### src/rtl/cpu_core.sv
// cpu_core -- small multi-cycle register machine.
//
// Every instruction goes FETCH -> DECODE -> EXEC. Loads and stores add a MEM
// phase that holds a request until the data memory acknowledges it. WAITBTN
// adds BTN_WAIT/BTN_REL so that one button press is consumed exactly once.
// HALT is terminal until reset.
//
// Build option: define CPU_MUL_EN to enable opcode 8 (MUL). Without it,
// opcode 8 is undefined: it sets the sticky 'illegal' flag and acts as a NOP.
//
// Ports:
//   clk         sole clock, rising edge
//   rst         synchronous active-high reset
//   imem_addr   instruction address (always equal to pc)
//   imem_data   instruction word, valid one cycle after imem_addr
//   dmem_req    data access request, held until dmem_ack
//   dmem_we     1 = store, 0 = load
//   dmem_addr   data address
//   dmem_wdata  store data
//   dmem_rdata  load data, valid with dmem_ack
//   dmem_ack    data access complete (only looked at in MEM)
//   btn         user buttons, already synchronised
//   out_data    value of the last OUT instruction
//   out_valid   one-cycle strobe following an OUT
//   halted      core has executed HALT
//   illegal     sticky, set by an undefined opcode
`timescale 1ns/1ps

module cpu_core #(
    parameter int DATA_W = 40,
    parameter int NREG   = 16,
    parameter int PC_W   = 8,
    parameter int ADDR_W = 8
) (
    input  logic              clk,
    input  logic              rst,
    output logic [PC_W-1:0]   imem_addr,
    input  logic [31:0]       imem_data,
    output logic              dmem_req,
    output logic              dmem_we,
    output logic [ADDR_W-1:0] dmem_addr,
    output logic [DATA_W-1:0] dmem_wdata,
    input  logic [DATA_W-1:0] dmem_rdata,
    input  logic              dmem_ack,
    input  logic [4:0]        btn,
    output logic [DATA_W-1:0] out_data,
    output logic              out_valid,
    output logic              halted,
    output logic              illegal
);

    localparam int RIDX_W = (NREG > 1) ? $clog2(NREG) : 1;

    localparam logic [3:0] OP_NOP  = 4'h0;
    localparam logic [3:0] OP_LDI  = 4'h1;
    localparam logic [3:0] OP_ADD  = 4'h2;
    localparam logic [3:0] OP_SUB  = 4'h3;
    localparam logic [3:0] OP_AND  = 4'h4;
    localparam logic [3:0] OP_OR   = 4'h5;
    localparam logic [3:0] OP_XOR  = 4'h6;
    localparam logic [3:0] OP_SHL  = 4'h7;
    localparam logic [3:0] OP_MUL  = 4'h8;
    localparam logic [3:0] OP_LD   = 4'h9;
    localparam logic [3:0] OP_ST   = 4'hA;
    localparam logic [3:0] OP_JMP  = 4'hB;
    localparam logic [3:0] OP_BEQ  = 4'hC;
    localparam logic [3:0] OP_WBTN = 4'hD;
    localparam logic [3:0] OP_OUT  = 4'hE;
    localparam logic [3:0] OP_HALT = 4'hF;

    typedef enum logic [2:0] {
        FETCH,
        DECODE,
        EXEC,
        MEM,
        BTN_WAIT,
        BTN_REL,
        HALT
    } state_t;

    state_t            state;
    logic [PC_W-1:0]   pc;
    logic [31:0]       ir;
    logic [DATA_W-1:0] regs [NREG];

    // Instruction fields; register indices wrap modulo NREG.
    logic [3:0]        op;
    logic [15:0]       imm;
    logic [RIDX_W-1:0] dst_idx;
    logic [RIDX_W-1:0] src0_idx;
    logic [RIDX_W-1:0] src1_idx;
    logic [DATA_W-1:0] src0;
    logic [DATA_W-1:0] src1;

    assign op       = ir[31:28];
    assign imm      = ir[15:0];
    assign dst_idx  = RIDX_W'(32'(ir[27:24]) % NREG);
    assign src0_idx = RIDX_W'(32'(ir[23:20]) % NREG);
    assign src1_idx = RIDX_W'(32'(ir[19:16]) % NREG);
    // Operands are read combinationally from the register file, so they
    // always see the value from before this instruction's write-back.
    assign src0     = regs[src0_idx];
    assign src1     = regs[src1_idx];

    assign imem_addr = pc;

    logic [DATA_W-1:0] alu_res;
    logic              alu_wr;
    logic              op_undef;
    logic [PC_W-1:0]   pc_next;

    // NOTE: every signal driven here gets a default first, so no path leaves
    // it unassigned and no latch is inferred.
    always_comb begin
        alu_res  = '0;
        alu_wr   = 1'b0;
        op_undef = 1'b0;
        pc_next  = pc + PC_W'(1);
        case (op)
            OP_NOP:  ;
            OP_LDI:  begin alu_res = DATA_W'(imm);        alu_wr = 1'b1; end
            OP_ADD:  begin alu_res = src0 + src1;         alu_wr = 1'b1; end
            OP_SUB:  begin alu_res = src0 - src1;         alu_wr = 1'b1; end
            OP_AND:  begin alu_res = src0 & src1;         alu_wr = 1'b1; end
            OP_OR:   begin alu_res = src0 | src1;         alu_wr = 1'b1; end
            OP_XOR:  begin alu_res = src0 ^ src1;         alu_wr = 1'b1; end
            OP_SHL:  begin alu_res = src0 << src1[5:0];   alu_wr = 1'b1; end
`ifdef CPU_MUL_EN
            OP_MUL:  begin alu_res = src0 * src1;         alu_wr = 1'b1; end
`else
            OP_MUL:  op_undef = 1'b1;
`endif
            OP_JMP:  pc_next = imm[PC_W-1:0];
            OP_BEQ:  if (src0 == src1) pc_next = imm[PC_W-1:0];
            OP_HALT: pc_next = pc;
            default: ;
        endcase
    end

    // NOTE: all state below is sequential and uses non-blocking assignments,
    // so every branch sees the register values from the start of the cycle.
    always_ff @(posedge clk) begin
        if (rst) begin
            state      <= FETCH;
            pc         <= '0;
            ir         <= '0;
            // NOTE: the register file is cleared on reset, so it is built from
            // flops with a reset loop rather than a plain memory array.
            for (int i = 0; i < NREG; i++) regs[i] <= '0;
            out_data   <= '0;
            out_valid  <= 1'b0;
            halted     <= 1'b0;
            illegal    <= 1'b0;
            dmem_req   <= 1'b0;
            dmem_we    <= 1'b0;
            dmem_addr  <= '0;
            dmem_wdata <= '0;
        end else begin
            out_valid <= 1'b0;
            case (state)
                FETCH: state <= DECODE;

                DECODE: begin
                    ir    <= imem_data;
                    state <= EXEC;
                end

                EXEC: begin
                    pc    <= pc_next;
                    state <= FETCH;
                    if (alu_wr)   regs[dst_idx] <= alu_res;
                    if (op_undef) illegal <= 1'b1;
                    case (op)
                        OP_LD, OP_ST: begin
                            dmem_req   <= 1'b1;
                            dmem_we    <= (op == OP_ST);
                            dmem_addr  <= src1[ADDR_W-1:0];
                            dmem_wdata <= src0;
                            state      <= MEM;
                        end
                        OP_WBTN: state <= BTN_WAIT;
                        OP_OUT: begin
                            out_data  <= src0;
                            out_valid <= 1'b1;
                        end
                        OP_HALT: begin
                            halted <= 1'b1;
                            state  <= HALT;
                        end
                        default: ;
                    endcase
                end

                // Address and data stay in their registers until the ack.
                MEM: begin
                    if (dmem_ack) begin
                        if (!dmem_we) regs[dst_idx] <= dmem_rdata;
                        dmem_req <= 1'b0;
                        state    <= FETCH;
                    end
                end

                BTN_WAIT: begin
                    if (btn != '0) begin
                        regs[dst_idx] <= DATA_W'(btn);
                        state         <= BTN_REL;
                    end
                end

                // Wait for release so a long press is not taken twice.
                BTN_REL: if (btn == '0) state <= FETCH;

                HALT: state <= HALT;

                default: state <= FETCH;
            endcase
        end
    end

endmodule

### config.mk
export PLATFORM = sky130hd
export DESIGN_NAME = cpu_core
export DESIGN_NICKNAME = d
export VERILOG_FILES = /design/src/rtl/cpu_core.sv
export SDC_FILE = /design/constraint.sdc
export NUM_CORES = 2
export LEC_CHECK = 0
export CELL_PAD_IN_SITES_DETAIL_PLACEMENT = 1
export CELL_PAD_IN_SITES_GLOBAL_PLACEMENT = 2
export CORE_UTILIZATION = 35
export DETAILED_ROUTE_END_ITERATION = 7
export DONT_BUFFER_PORTS = 1
export PLACE_DENSITY_LB_ADDON = 0.1
export SLEW_MARGIN = 20
export SYNTH_ARGS = -nofsm -noshare
export SYNTH_HDL_FRONTEND = slang
export SYNTH_SLANG_ARGS = --single-unit
### constraint.sdc
create_clock -name clk -period 10.5 [get_ports clk]
set_clock_uncertainty 0.15 [all_clocks]
set_input_delay 2.1 -clock clk [delete_from_list [all_inputs] [get_ports clk]]
set_output_delay 2.1 -clock clk [all_outputs]
set_load 0.05 [all_outputs]
## Word level (Yosys, flattened, before mapping)

Memories as Yosys holds them, arrays and structs flattened. A register that Yosys moved wholly into a read port is not among the register bits.
Cells that the tools add are included.
W data, S select, Z words.

- Register bits: 136
- RAM bits: 640
- Output and inout port bits: 101
- Memories kept: 1

Memories:

| memory | depth | bits a word | read ports | clocked after memory_dff | wr ports | RTL line | RTL |
|---|---|---|---|---|---|---|---|
| regs | 16 | 40 | 2 | 2 | 16 | 84 | `logic [DATA_W-1:0] regs [NREG];` |

- Add/sub/neg operators: 3
- Eq/ne operators: 26
- Shift-type cells: 1
- Mux-type cells: 38
- Bitwise gates (word level): 7
- Reduce and logical (&&, ||, !) cells: 15

Operators with widths:

| operator | count |
|---|---|
| $pmux W40 S7 | 1 |
| $mux W40 | 3 |
| $add A40 B40 Y40 | 1 |
| $and A40 B40 Y40 | 1 |
| $eq A40 B40 Y1 | 1 |
| $or A40 B40 Y40 | 1 |
| $reduce_or A40 Y1 | 1 |
| $shl A40 B6 Y40 | 1 |
| $sub A40 B40 Y40 | 1 |
| $xor A40 B40 Y40 | 1 |
| $eq A4 B4 Y1 const B | 8 |
| $pmux W8 S3 | 1 |
| $mux W1 | 21 |
| $pmux W3 S7 | 1 |
| $mux W4 | 5 |
| $eq A4 B3 Y1 const B | 4 |
| $reduce_and A2 Y1 | 5 |
| $eq A3 B3 Y1 const B | 3 |
| $mux W3 | 3 |
| $pmux W3 S3 | 1 |
| $add A8 B1 Y8 const B | 1 |
| $eq A4 B2 Y1 const B | 2 |
| $mux W8 | 1 |
| $ne A2 B2 Y1 const B | 4 |
| 13 further kinds | 18 |

## Logic depth before layout (Yosys ltp)

- Depth in word-level cells: 11
- Depth in mapped cells: 23
- Depth with buffers taken out: 16

## Worst setup path before layout

OpenSTA, ideal clock, no wires.

- Path kind: register -> register
- Start point: register (tool-made name)
- End point: memory regs[10][31], data pin
- Library setup time: 271 ps
- Arrival: 6,021 ps
- Required time: 10,079 ps
- Setup slack: 4,058 ps
- Stages on the path, launching flop included: 22
- Path buffers: 7
- Cells stage by stage: dfxtp_1 buf_6 buf_4 clkbuf_1 clkbuf_1 buf_1 mux4_2 mux4_2 inv_1 ha_1 clkbuf_1 or4_1 a2111oi_0 o31a_1 o21bai_1 a21bo_2 and2_1 o31ai_1 xnor2_1 a211oi_2 buf_2 nor3_1

RTL lines:

| what | RTL line |
|---|---|
| to (decl) | 84 |

==> flow_metrics.tcl <==
set metrics [dict create \
    grtUsageTotal 0.3160 \
    grt_max_degree 158 \
    synth_ff_type "edfxtp_1" \
    holdCritPathClass "reg -> reg" \
    gp_congestion 0.8998 \
    setup_viol 0 \
    cts-root-buf "clkbuf_16" \
    dr_total_vias 37570 \
    initial_core_util 0.3537 \
    grt_setup_unrepaired "false" \
    layout-drive-gt1-share 0.1848 \
    grt_pass1_vias 38070 \
    clkTransAtPathRegs_ns 0.06 \
    clkLatencyLatePin_ns 0.73 \
    crit_slowest_cell "dfxtp_4" \
    cts_resized 0 \
    yosysSeqAreaShare 0.4670 \
    die_x_um 369.7 \
    post_cts_buffers 0 \
    synth-async-reset-ratio 0 \
    hold_viol_final 0 \
    die-area_um2 136700 \
    power.density_nw_per_um2 180.6 \
    ys_warn_count 0 \
    ant_nets 0 \
    syn_inst 4169 \
    ir_drop_mv 0.1119 \
    synth.cell_area_um2 47320 \
    cts_tree "done" \
    place.detailed.hpwl_mm 143.3 \
    antenna_found_initial 13 \
    arrival_ns 8.25 \
    htreeDepth 3 \
    fillers 14310 \
    yosysTopAreaCell "edfxtp_1" \
    synth_edf_count 640 \
    max_stage_delay_ns 0.90 \
    worstRegToRegCells 18 \
    vias_per_cell 6.394 \
    critical_path.max_fanout 40 \
    post-route-period-util 0.7609 \
    violations "design-rule violations" \
    wl_mm 218.8 \
    maxCapViolations 0 \
    postCtsHoldBufs 0 \
    numCtsBuffers 92 \
    area_growth_pct 9.947 \
    ios 181 \
    ys_top_cells_by_count "640 x edfxtp_1, 561 x nor2_1, 425 x nand2_1" \
    clock_path_buffers 3 \
    post-route-util 0.3889 \
    core_um2 133800 \
    path_common_cell "buf_4" \
    synth_nets 4372 \
    final-seq-area_um2 22120 \
    yosys_register_bits 784 \
    rows 134 \
    globalRouteOverflowTotal 0 \
    worst_pin_slew_ns 1.168 \
    fin_nets 4223 \
    status "finished with violations" \
    synth.most_common_cell "edfxtp_1" \
    wl_per_cell_um 37.25 \
    drtIter0Drc 3969 \
    synth_area_leaders "edfxtp_1 41%, mux4_2 17%, dfxtp_1 6.1%" \
    grt_pass1_wl_mm 304.0 \
    port_buffers 0 \
    relSlewSlack 0.2155 \
    die_h_um 369.7 \
    timing.fmax_mhz 125.2 \
    totalNegativeSetupSlack_ns 0 \
    crit_path_end_kind "flop" \
    period_minus_slack_ns 7.989 \
    cts.sinks 784 \
    leakagePower_uw 0.01715 \
    firstDrtPassIters 7 \
    crit_chain "buf_4, buf_4, mux4_2, a22oi_1, nand2_1, inv_1, ha_1, inv_1, nor3_1, nand4_1, a2111oi_0, buf_4, o21ai_0, a21oi_1, nand4b_1, a21oi_1, nor4b_4, nor3_1" \
    timing_worst_setup_path_type "reg -> reg" \
    synth_top_cell_area_share 0.4061 \
    hold_path_depth 2 \
    maxSlewViolCount 0 \
    avgSynthCellArea_um2 11.35 \
    cp.required_ns 10.76 \
    startpoint_type "flop" \
    drcViolationCount 40 \
    yosysUniqueCellTypes 106 \
    multi_input_area_um2 23300 \
]
## per-stage QoR
step	std cells	setup slack (ns)	area (µm²)	hold slack (ns)	power (µW)
2_1_floorplan	4169	4.058	47320	0.2859	5235
3_3_place_gp	5694	2.547	49080	0.2831	6241
3_5_place_dp	5694	2.358	49110	0.2893	6244
4_1_cts	5864	2.334	51980	0.2971	9393
5_1_grt	5874	2.138	52030	0.3140	9675
6_report	5875	2.511	52030	0.2978	9397
## where the power goes
part           internal (µW)  switching [µW]
Sequential              3460             101
Clock                   1760            1400
Combinational            822            1850
Total                   6040            3350
## worst max-delay path, delay by kind of cell (launching register included)
kind / cells / cell delay (ns)
flip-flops: 1 / 0.90
AO/OA/AOI/OAI: 5 / 1.81
multiplexers: 1 / 0.52
buffers and inverters: 5 / 1.45
adder cells (fa/ha/maj): 1 / 0.40
AND/OR/NAND/NOR: 6 / 2.43
## cell type report
cell class,count,area share
Multi-Input combinational cell,2890,0.4479
Sequential cell,784,0.4252
Clock buffer,127,0.04790
Tap cell,1768,0.04252
Timing Repair Buffer,127,0.01977
Inverter,125,0.009018
Clock inverter,43,0.007238
Antenna cell,11,0.0005290
## layer usage
metal  GRT usage  up-vias  routed length (µm)
li1            -    15570                   -
met1      0.4353    20070               93620
met2      0.4996     1585              101300
met3     0.04899      338               15730
met4      0.1221        0                8203
met5           0        -                   0
## final timing paths
kind / to / slack [ns] / startpoint
hold / removal: flop / 0.30 / ir[19]
hold reg to reg: flop / 0.30 / ir[19]
setup / recovery: regs[0][35] / 2.51 / flop
setup reg to reg: regs[0][35] / 2.51 / flop
## kinds of logic (layout without fill, tap and decap cells)
kind of cell | after synthesis | count (layout) | share of synthesized area
buffers and inverters | 495 | 422 | 0.04653
muxes | 494 | 494 | 0.2017
adders and majority gates | 123 | 123 | 0.03284
other | 0 | 11 | 0
DFF | 784 | 784 | 0.4670
xor gates and xnor gates | 19 | 19 | 0.003516
AOI/OAI and AO/OA | 850 | 850 | 0.1201
and+or+nand+nor | 1404 | 1404 | 0.1283
## flip-flops by register name, indices dropped and copies added (netlist names), 3 cells and up, named ones only
| signal | flops |
|---|---|
| imem_addr | 8 |
| state | 3 |
| dmem_wdata | 40 |
| ir | 32 |
| dmem_addr | 8 |
| regs | 640 |
| out_data | 40 |
## layout by cell type, fill, tap and decap left out, drive strengths merged, types with 17 or more instances in the layout
cell type | Yosys | routed
o211ai | 32 | 32
o22ai | 24 | 24
dfxtp | 144 | 144
clkbuf | 236 | 127
and3 | 20 | 20
a21oi | 297 | 297
a21o | 19 | 19
mux2i | 89 | 89
nand3 | 43 | 43
mux4 | 359 | 359
nor2b | 19 | 19
nor3 | 216 | 216
a211oi | 61 | 61
mux2 | 46 | 46
o31ai | 17 | 17
a22oi | 98 | 98
buf | 133 | 127
edfxtp | 640 | 640
clkinv | 6 | 39
a221oi | 27 | 27
inv | 119 | 124
a31oi | 20 | 20
o21ai | 122 | 122
nor2 | 561 | 561
nand2b | 33 | 33
ha | 121 | 121
nand2 | 427 | 427
o221ai | 18 | 18
nand4 | 17 | 17
(Power assumes the default switching activity.)
